<file path="src/rtl/fg_pkg.sv">
//==============================================================================
// fg_pkg : shared ROM geometry, channel enum and read-tag type
// Rev 1.0
//==============================================================================
`default_nettype none

package fg_pkg;

  localparam int ROM_AW = 11;
  localparam int ROM_DW = 48;
  localparam int NCH    = 2;

  typedef enum logic {
    CH0 = 1'b0,
    CH1 = 1'b1
  } ch_e;

  typedef struct packed {
    logic valid;
    ch_e  ch;
  } tag_t;

  localparam tag_t TAG_NONE = '{valid: 1'b0, ch: CH0};

  function automatic logic [NCH-1:0] ch_onehot(input ch_e ch);
    return (ch == CH1) ? 2'b10 : 2'b01;
  endfunction

endpackage

`default_nettype wire

</file>
<file path="src/rtl/lut_tag_pipe.sv">
//==============================================================================
// lut_tag_pipe : DEPTH-stage shift register of read tags, async reset to invalid
// Rev 1.0
//==============================================================================
`default_nettype none

module lut_tag_pipe
  import fg_pkg::*;
#(
  parameter int DEPTH = 3
) (
  input  logic clk,
  input  logic rst_n,
  input  tag_t tag_i,
  output tag_t tag_o
);

  tag_t stage_d [DEPTH];
  tag_t stage_q [DEPTH];

  always_comb begin
    stage_d[0] = tag_i;
    for (int i = 1; i < DEPTH; i++) begin
      stage_d[i] = stage_q[i-1];
    end
  end

  always_ff @(posedge clk or negedge rst_n) begin
    if (!rst_n) begin
      for (int i = 0; i < DEPTH; i++) begin
        stage_q[i] <= TAG_NONE;
      end
    end else begin
      for (int i = 0; i < DEPTH; i++) begin
        stage_q[i] <= stage_d[i];
      end
    end
  end

  assign tag_o = stage_q[DEPTH-1];

endmodule

`default_nettype wire

</file>
<file path="src/rtl/lut_rom_arbiter.sv">
//==============================================================================
// lut_rom_arbiter : round-robin sharing of the sin/cos2 coefficient ROM between
// two DDS channels. Optional stall counter: LUT_ARB_STALL_CNT_EN. Rev 1.0
//==============================================================================
`default_nettype none

module lut_rom_arbiter
  import fg_pkg::*;
#(
  parameter int RD_LAT = 2
) (
  input  logic              Fg_CLK,
  input  logic              RESETn,
  input  logic [NCH-1:0]    req_i,
  input  logic [ROM_AW-1:0] addr0_i,
  input  logic [ROM_AW-1:0] addr1_i,
  output logic [NCH-1:0]    gnt_o,
  output logic [ROM_AW-1:0] rom_ad_o,
  input  logic [ROM_DW-1:0] rom_dout_i,
  output logic [NCH-1:0]    rsp_vld_o,
  output logic [ROM_DW-1:0] rsp_data_o
`ifdef LUT_ARB_STALL_CNT_EN
  ,
  output logic [15:0]       stall_cnt_o
`endif
);

  generate
    if (RD_LAT < 1 || RD_LAT > 4) begin : g_bad_rd_lat
      $error("lut_rom_arbiter: RD_LAT must be 1..4");
    end
  endgenerate

  logic              last_d, last_q;
  logic [ROM_AW-1:0] rom_ad_d, rom_ad_q;
  logic [NCH-1:0]    rsp_vld_d, rsp_vld_q;
  logic [ROM_DW-1:0] rsp_data_d, rsp_data_q;
  logic              hs;
  ch_e               hs_ch;
  tag_t              tag_in, tag_out;

  // last_q = 1 means ch1 was served last, so ch0 wins the next contention
  always_comb begin
    gnt_o = '0;
    case (req_i)
      2'b01:   gnt_o = 2'b01;
      2'b10:   gnt_o = 2'b10;
      2'b11:   gnt_o = last_q ? 2'b01 : 2'b10;
      default: gnt_o = '0;
    endcase
  end

  assign hs    = |(req_i & gnt_o);
  assign hs_ch = ch_e'(gnt_o[1]);

  always_comb begin
    last_d   = last_q;
    rom_ad_d = rom_ad_q;
    tag_in   = TAG_NONE;
    if (hs) begin
      last_d   = gnt_o[1];
      rom_ad_d = (hs_ch == CH1) ? addr1_i : addr0_i;
      tag_in   = '{valid: 1'b1, ch: hs_ch};
    end
  end

  lut_tag_pipe #(
    .DEPTH (RD_LAT + 1)
  ) u_tag_pipe (
    .clk   (Fg_CLK),
    .rst_n (RESETn),
    .tag_i (tag_in),
    .tag_o (tag_out)
  );

  always_comb begin
    rsp_vld_d  = '0;
    rsp_data_d = rsp_data_q;
    if (tag_out.valid) begin
      rsp_vld_d  = ch_onehot(tag_out.ch);
      rsp_data_d = rom_dout_i;
    end
  end

  always_ff @(posedge Fg_CLK or negedge RESETn) begin
    if (!RESETn) begin
      last_q     <= 1'b1;
      rom_ad_q   <= '0;
      rsp_vld_q  <= '0;
      rsp_data_q <= '0;
    end else begin
      last_q     <= last_d;
      rom_ad_q   <= rom_ad_d;
      rsp_vld_q  <= rsp_vld_d;
      rsp_data_q <= rsp_data_d;
    end
  end

  assign rom_ad_o   = rom_ad_q;
  assign rsp_vld_o  = rsp_vld_q;
  assign rsp_data_o = rsp_data_q;

`ifdef LUT_ARB_STALL_CNT_EN
  logic [15:0] stall_cnt_d, stall_cnt_q;

  always_comb begin
    stall_cnt_d = stall_cnt_q;
    if (|(req_i & ~gnt_o) && stall_cnt_q != 16'hFFFF) begin
      stall_cnt_d = stall_cnt_q + 16'd1;
    end
  end

  always_ff @(posedge Fg_CLK or negedge RESETn) begin
    if (!RESETn) begin
      stall_cnt_q <= '0;
    end else begin
      stall_cnt_q <= stall_cnt_d;
    end
  end

  assign stall_cnt_o = stall_cnt_q;
`endif

endmodule

`default_nettype wire

</file>
<file path="config.mk">
export PLATFORM = sky130hd
export DESIGN_NAME = lut_rom_arbiter
export DESIGN_NICKNAME = d
export VERILOG_FILES = /design/src/rtl/fg_pkg.sv /design/src/rtl/lut_tag_pipe.sv /design/src/rtl/lut_rom_arbiter.sv
export SDC_FILE = /design/constraint.sdc
export NUM_CORES = 1
export LEC_CHECK = 0
export ABC_CLOCK_PERIOD_IN_PS = 3400
export BUFFER_PORTS_ARGS = -buffer_cell sky130_fd_sc_hd__buf_4
export CAP_MARGIN = 20
export CORE_UTILIZATION = 48
export CTS_CLUSTER_SIZE = 20
export DETAILED_ROUTE_END_ITERATION = 12
export HOLD_SLACK_MARGIN = 0.15
export PLACE_DENSITY = 0.84
export SLEW_MARGIN = 10
export SYNTH_ARGS = -nofsm -noshare
export SYNTH_HDL_FRONTEND = slang
export SYNTH_SLANG_ARGS = --single-unit
</file>
<file path="constraint.sdc">
create_clock -name Fg_CLK -period 3.4 [get_ports Fg_CLK]
set_input_delay 0.51 -clock Fg_CLK [delete_from_list [all_inputs] [get_ports Fg_CLK]]
set_output_delay 0.51 -clock Fg_CLK [all_outputs]
set_load 0.05 [all_outputs]
</file>
Word level (Yosys, flattened, before mapping)
Index checks and enable logic that the tools add are counted.
{"block": "word_totals", "out_inout_bits": 63, "in_bits": 74, "elab_cells": 21, "ff_bits": 68}
{"block": "classes", "mux": 6, "reduce_logical": 1, "n_eq_ne": 3, "bitwise": 1}
{"op": "$mux 11", "n": 1}
{"op": "$mux 2", "n": 4}
{"op": "$pmux 2 s3", "n": 1}
{"op": "$eq 2x2->1 const B", "n": 2}
{"op": "$and 2x2->2", "n": 1}
{"op": "$eq 2x1->1 const B", "n": 1}
{"op": "$reduce_or 2->1", "n": 1}

Depth between registers and ports, before layout
{"block": "depth", "word_depth": 5, "ltp_mapped": 4, "mapped_depth_nobuf": 3}

Cells and area by module
Synthesis repeated with hierarchy kept, for this count alone.
{"block": "unflattened", "cells_unflattened": 181, "hier_area_um2": 2685.1}
{"module": "lut_rom_arbiter", "cells_per_inst": 175, "seq_area_each_um2": 1552.7, "instances": 1, "area_per_inst_um2": 2534.9}
{"module": "lut_tag_pipe", "cells_per_inst": 6, "seq_area_each_um2": 150.1, "instances": 1, "area_per_inst_um2": 150.1}

Least setup slack after synthesis
No wires, ideal clock.
{"block": "synth_path", "kind": "input to output", "start": "input req_i[0]", "end": "output gnt_o[0]", "stages": 3, "arrival_ns": 1.556, "setup_slack_ns": 1.334, "path_buffers": 2, "cell_sequence": "buf_4 -> buf_6 -> a21boi_1"}
{"block": "synth_between", "elab_chain_len": 2, "elab_cells_between_ends": 4, "classes_between": "eq/ne: 3; mux: 1"}
{"item": "start, declared", "line_no": "lut_rom_arbiter.sv:14", "source": "input logic [NCH-1:0] req_i,"}
{"item": "$eq 2x2->1 or $eq 2x1->1 (tied branches)", "line_no": "lut_rom_arbiter.sv:45", "source": "case (req_i)"}
{"item": "$pmux 2 s3 *", "line_no": "lut_rom_arbiter.sv:45"}
{"item": "end, declared", "line_no": "lut_rom_arbiter.sv:17", "source": "output logic [NCH-1:0] gnt_o,"}
Mark *: on every way between the ends. The rest lies on a longest branch, timed or not.

Worst setup path after layout
{"block": "layout_path", "start": "register last_q", "end": "output gnt_o[1]"}
{"block": "layout_between", "elab_chain_len": 2}
{"item": "start, declared", "line_no": "lut_rom_arbiter.sv:34", "source": "logic last_d, last_q;"}
{"item": "start signal, assigned", "line_no": "lut_rom_arbiter.sv:92", "source": "last_q <= last_d;"}
{"item": "$mux 2", "line_no": "lut_rom_arbiter.sv:48", "source": "2'b11: gnt_o = last_q ? 2'b01 : 2'b10;"}
{"item": "$pmux 2 s3", "line_no": "lut_rom_arbiter.sv:45"}
No other way between the ends.

==> impl_results.md <==
- CP max stage delay: 0.56 ns
- Setup-failing EPs final: 0
- Hold-fix buffers at CTS: 0
- # port buffers: 136
- Vias: 1,931
- Max-Cap Viols: 0
- CTS max path bufs: 2
- GRT overflow: 0
- Period utilization: approximately three fifths
- Synth cell types: 21
- I/O pin count: 137
- Num CTS Buffers: 9
- Post-place setup slack: ~1.5 ns
- Core Area: about 0.0052 sq mm
- Core Rows: 26
- Post-route ant nets: 0
- Vias/cell: 4.95
- Fin crit period: a little under 2 ns
- Vias in the first global route: 1,958
- Mapped Cells: 181
- Status: finished, final reports clean
- Slew margin rel.: between 20% and 30%
- Dominant cells by area after synthesis: dfrtp_1 62%, mux2_2 18%, o22ai_2 3.7%, a211oi_1 3.1%, mux2_1 2.5%
- Post-layout utilization of the core: 75.1%
- Filler instances: 358
- Startpoint Class: register
- Fin Setup TNS: 0 ns
- Area Overhead vs Synth: 46.4%
- Slowest CP cell: dfstp_2
- Crit end category: output pin
- Hold Vio Cnt, Final: 0
- CTS clk-pin slew, worst paths: ~0.070 ns
- Nets: 391
- Clk_lat worst skew: 0.32 ns
- Average size of a mapped cell: 14.8 sq um
- Top Family by Delay on Critical Path: flip-flops
- Sequential fraction of the synthesis area: 63.4%
- WS Path Type: register to output pin
- Largest net degree at the start of global routing: 69
- Critical-path cell list: a21bo_2 > inv_1 > buf_4
- Die Wd: 76.8 um
- RSZ-0062 raised after global routing: no
- CTS H-tree lvls: 3
- FF+latch area: 0.00170 sq mm
- CTS tree: yes
- DRT iter0 DRCs: 92
- Syn. warnings: 0
- GRT Overall Usage: 20.9%
- Post-Route WL: between 5000 and 6000 um
- Initial antenna violation count: 0
- Pwr Total: 0.00218 W
- Max FO, Critical Path: 13
- Slew Viols, Final: 0
- Post-DP HPWL: 4340 um
- Final Wtd Congestion: 0.692
- Setup Skew: between 0.01 and 0.015 ns
- Syn_nets: 255
- Least-Margin Pin Slew: 1.07 ns
- Post-DR wirelength/cell: ~15 um
- Starting density of the core: 51.3%
- Share of the synthesized area in the top cell type: 62.4%
- Max VDD drop: 0.251 mV
- First-pass GRT wire length: around 9600 um
- Buf+Inv Stages, Crit Path: 2
- Synth area leader: dfrtp_1
- FMAX: 504 MHz
- DRC: 0
- CTS Sinks: a little under 70
- Post-Syn Area: 0.00269 sq mm
- Die ar.: 0.00590 sq mm
- CP arrival: 1.48 ns
- Post-cts resize count: 0
- Area of the multi-input gates: 902 sq um
- Chip height: 76.8 um
- Leak: between 1.5 and 2 nW
- Number of diodes: 0
- Power Dens Cells: 555 mW/mm^2
- Worst setup margin: 1.41 ns
- Root Buffer: clkbuf_8
- Post-CTS Setup Bufs: 0
- Layout cells sized above 1: 63.7%
- Hold Path Class: input pin to asynchronous set/reset pin
- TritonRoute pass-1 iters: 4
- Synth Register Bits: 68
- WP data required: 2.89 ns
==> cell families (layout without fill, tap and decap cells) <==
| family | count (synthesis) | count (layout) | share of synthesized area [%] |
|---|---|---|---|
| AOI/OAI and AO/OA | 25 | 25 | 8.43 |
| and+or+nand+nor | 26 | 26 | 5.03 |
| muxes | 48 | 48 | 20.1 |
| buffers and inverters | 14 | 153 | 3.07 |
| DFF | 68 | 68 | 63.4 |
==> power by group <==
group | total (W) | switching, W | internal, W
registers | 0.000933 | 0.0000487 | 0.000884
clock network | 0.000676 | 0.000265 | 0.000411
logic | 0.000573 | 0.000360 | 0.000214
==> cells in the final DEF, fill, tap and decap left out <==
master     instances
buf_4            136
clkbuf_8          13
and2b_1            2
nor2b_1           10
mux2_1             6
o22ai_2            8
a21boi_1           1
o21a_1             1
o22ai_1            3
mux2_2            42
and2_1             1
inv_1              3
or2_2              1
a21bo_2            1
nor2_1            11
dfrtp_2            1
a211oi_1          11
nand2_1            1
dfrtp_1           66
bufinv_16          1
dfstp_2            1
==> registers in the layout, indices dropped and copies added (netlist names) <==
signal	cells
rsp_data_o	48
rom_ad_o	11
u_tag_pipe.stage_d	4
rsp_vld_o	2
u_tag_pipe.tag_o	2
last_q	1
==> metal layers <==
layer,track usage [%],vias up,wire length [um]
met5,0,-,0
met4,7.31,0,56
met3,4.76,7,444
met2,33.8,98,2860
met1,27.6,914,2550
li1,-,912,-
==> metrics by stage <==
stage	std cells	hold slack, ns	cell area [sq um]
detailed placement	376	0.342	3730
finish	390	0.283	3940
global placement	376	0.334	3730
global route	390	0.342	3940
CTS	390	0.309	3940
floorplan	181	0.214	2690
==> area by class of cell <==
type	count	share of cell area (%)
clock buffer	13	4.55
clock inverter	1	0.763
inverter	3	0.286
multi-input combinational	99	22.9
sequential	68	43.3
tap	70	2.23
timing repair buffer	136	25.9
==> synthesized netlist by cell type <==
master	number
mux2_2	42
o22ai_2	8
and2b_1	2
inv_1	3
or2_2	1
and2_1	1
clkbuf_1	1
o22ai_1	3
dfstp_2	1
nor2_1	11
nand2_1	1
a21boi_1	1
a21bo_2	1
o21a_1	1
dfrtp_1	67
nor2b_1	10
a211oi_1	11
buf_4	2
buf_2	6
buf_6	2
mux2_1	6
==> final timing paths <==
check	startpoint	depth (start not counted)	to	slack [ns]
worst max-delay path	last_q	3	gnt_o[1]	1.41
worst min-delay path	RESETn	1	rsp_data_o[30]	0.28
worst max register to register	u_tag_pipe.tag_o[1]	1	rsp_data_o[17]	1.77
worst min register to register	u_tag_pipe.stage_d[1]	0	u_tag_pipe.tag_o[1]	0.36
max in group asynchronous	RESETn	1	u_tag_pipe.tag_o[1]	2.52
min in group Fg_CLK	u_tag_pipe.stage_d[1]	0	u_tag_pipe.tag_o[1]	0.36
No activity file was read; power rests on OpenSTA's default activity.
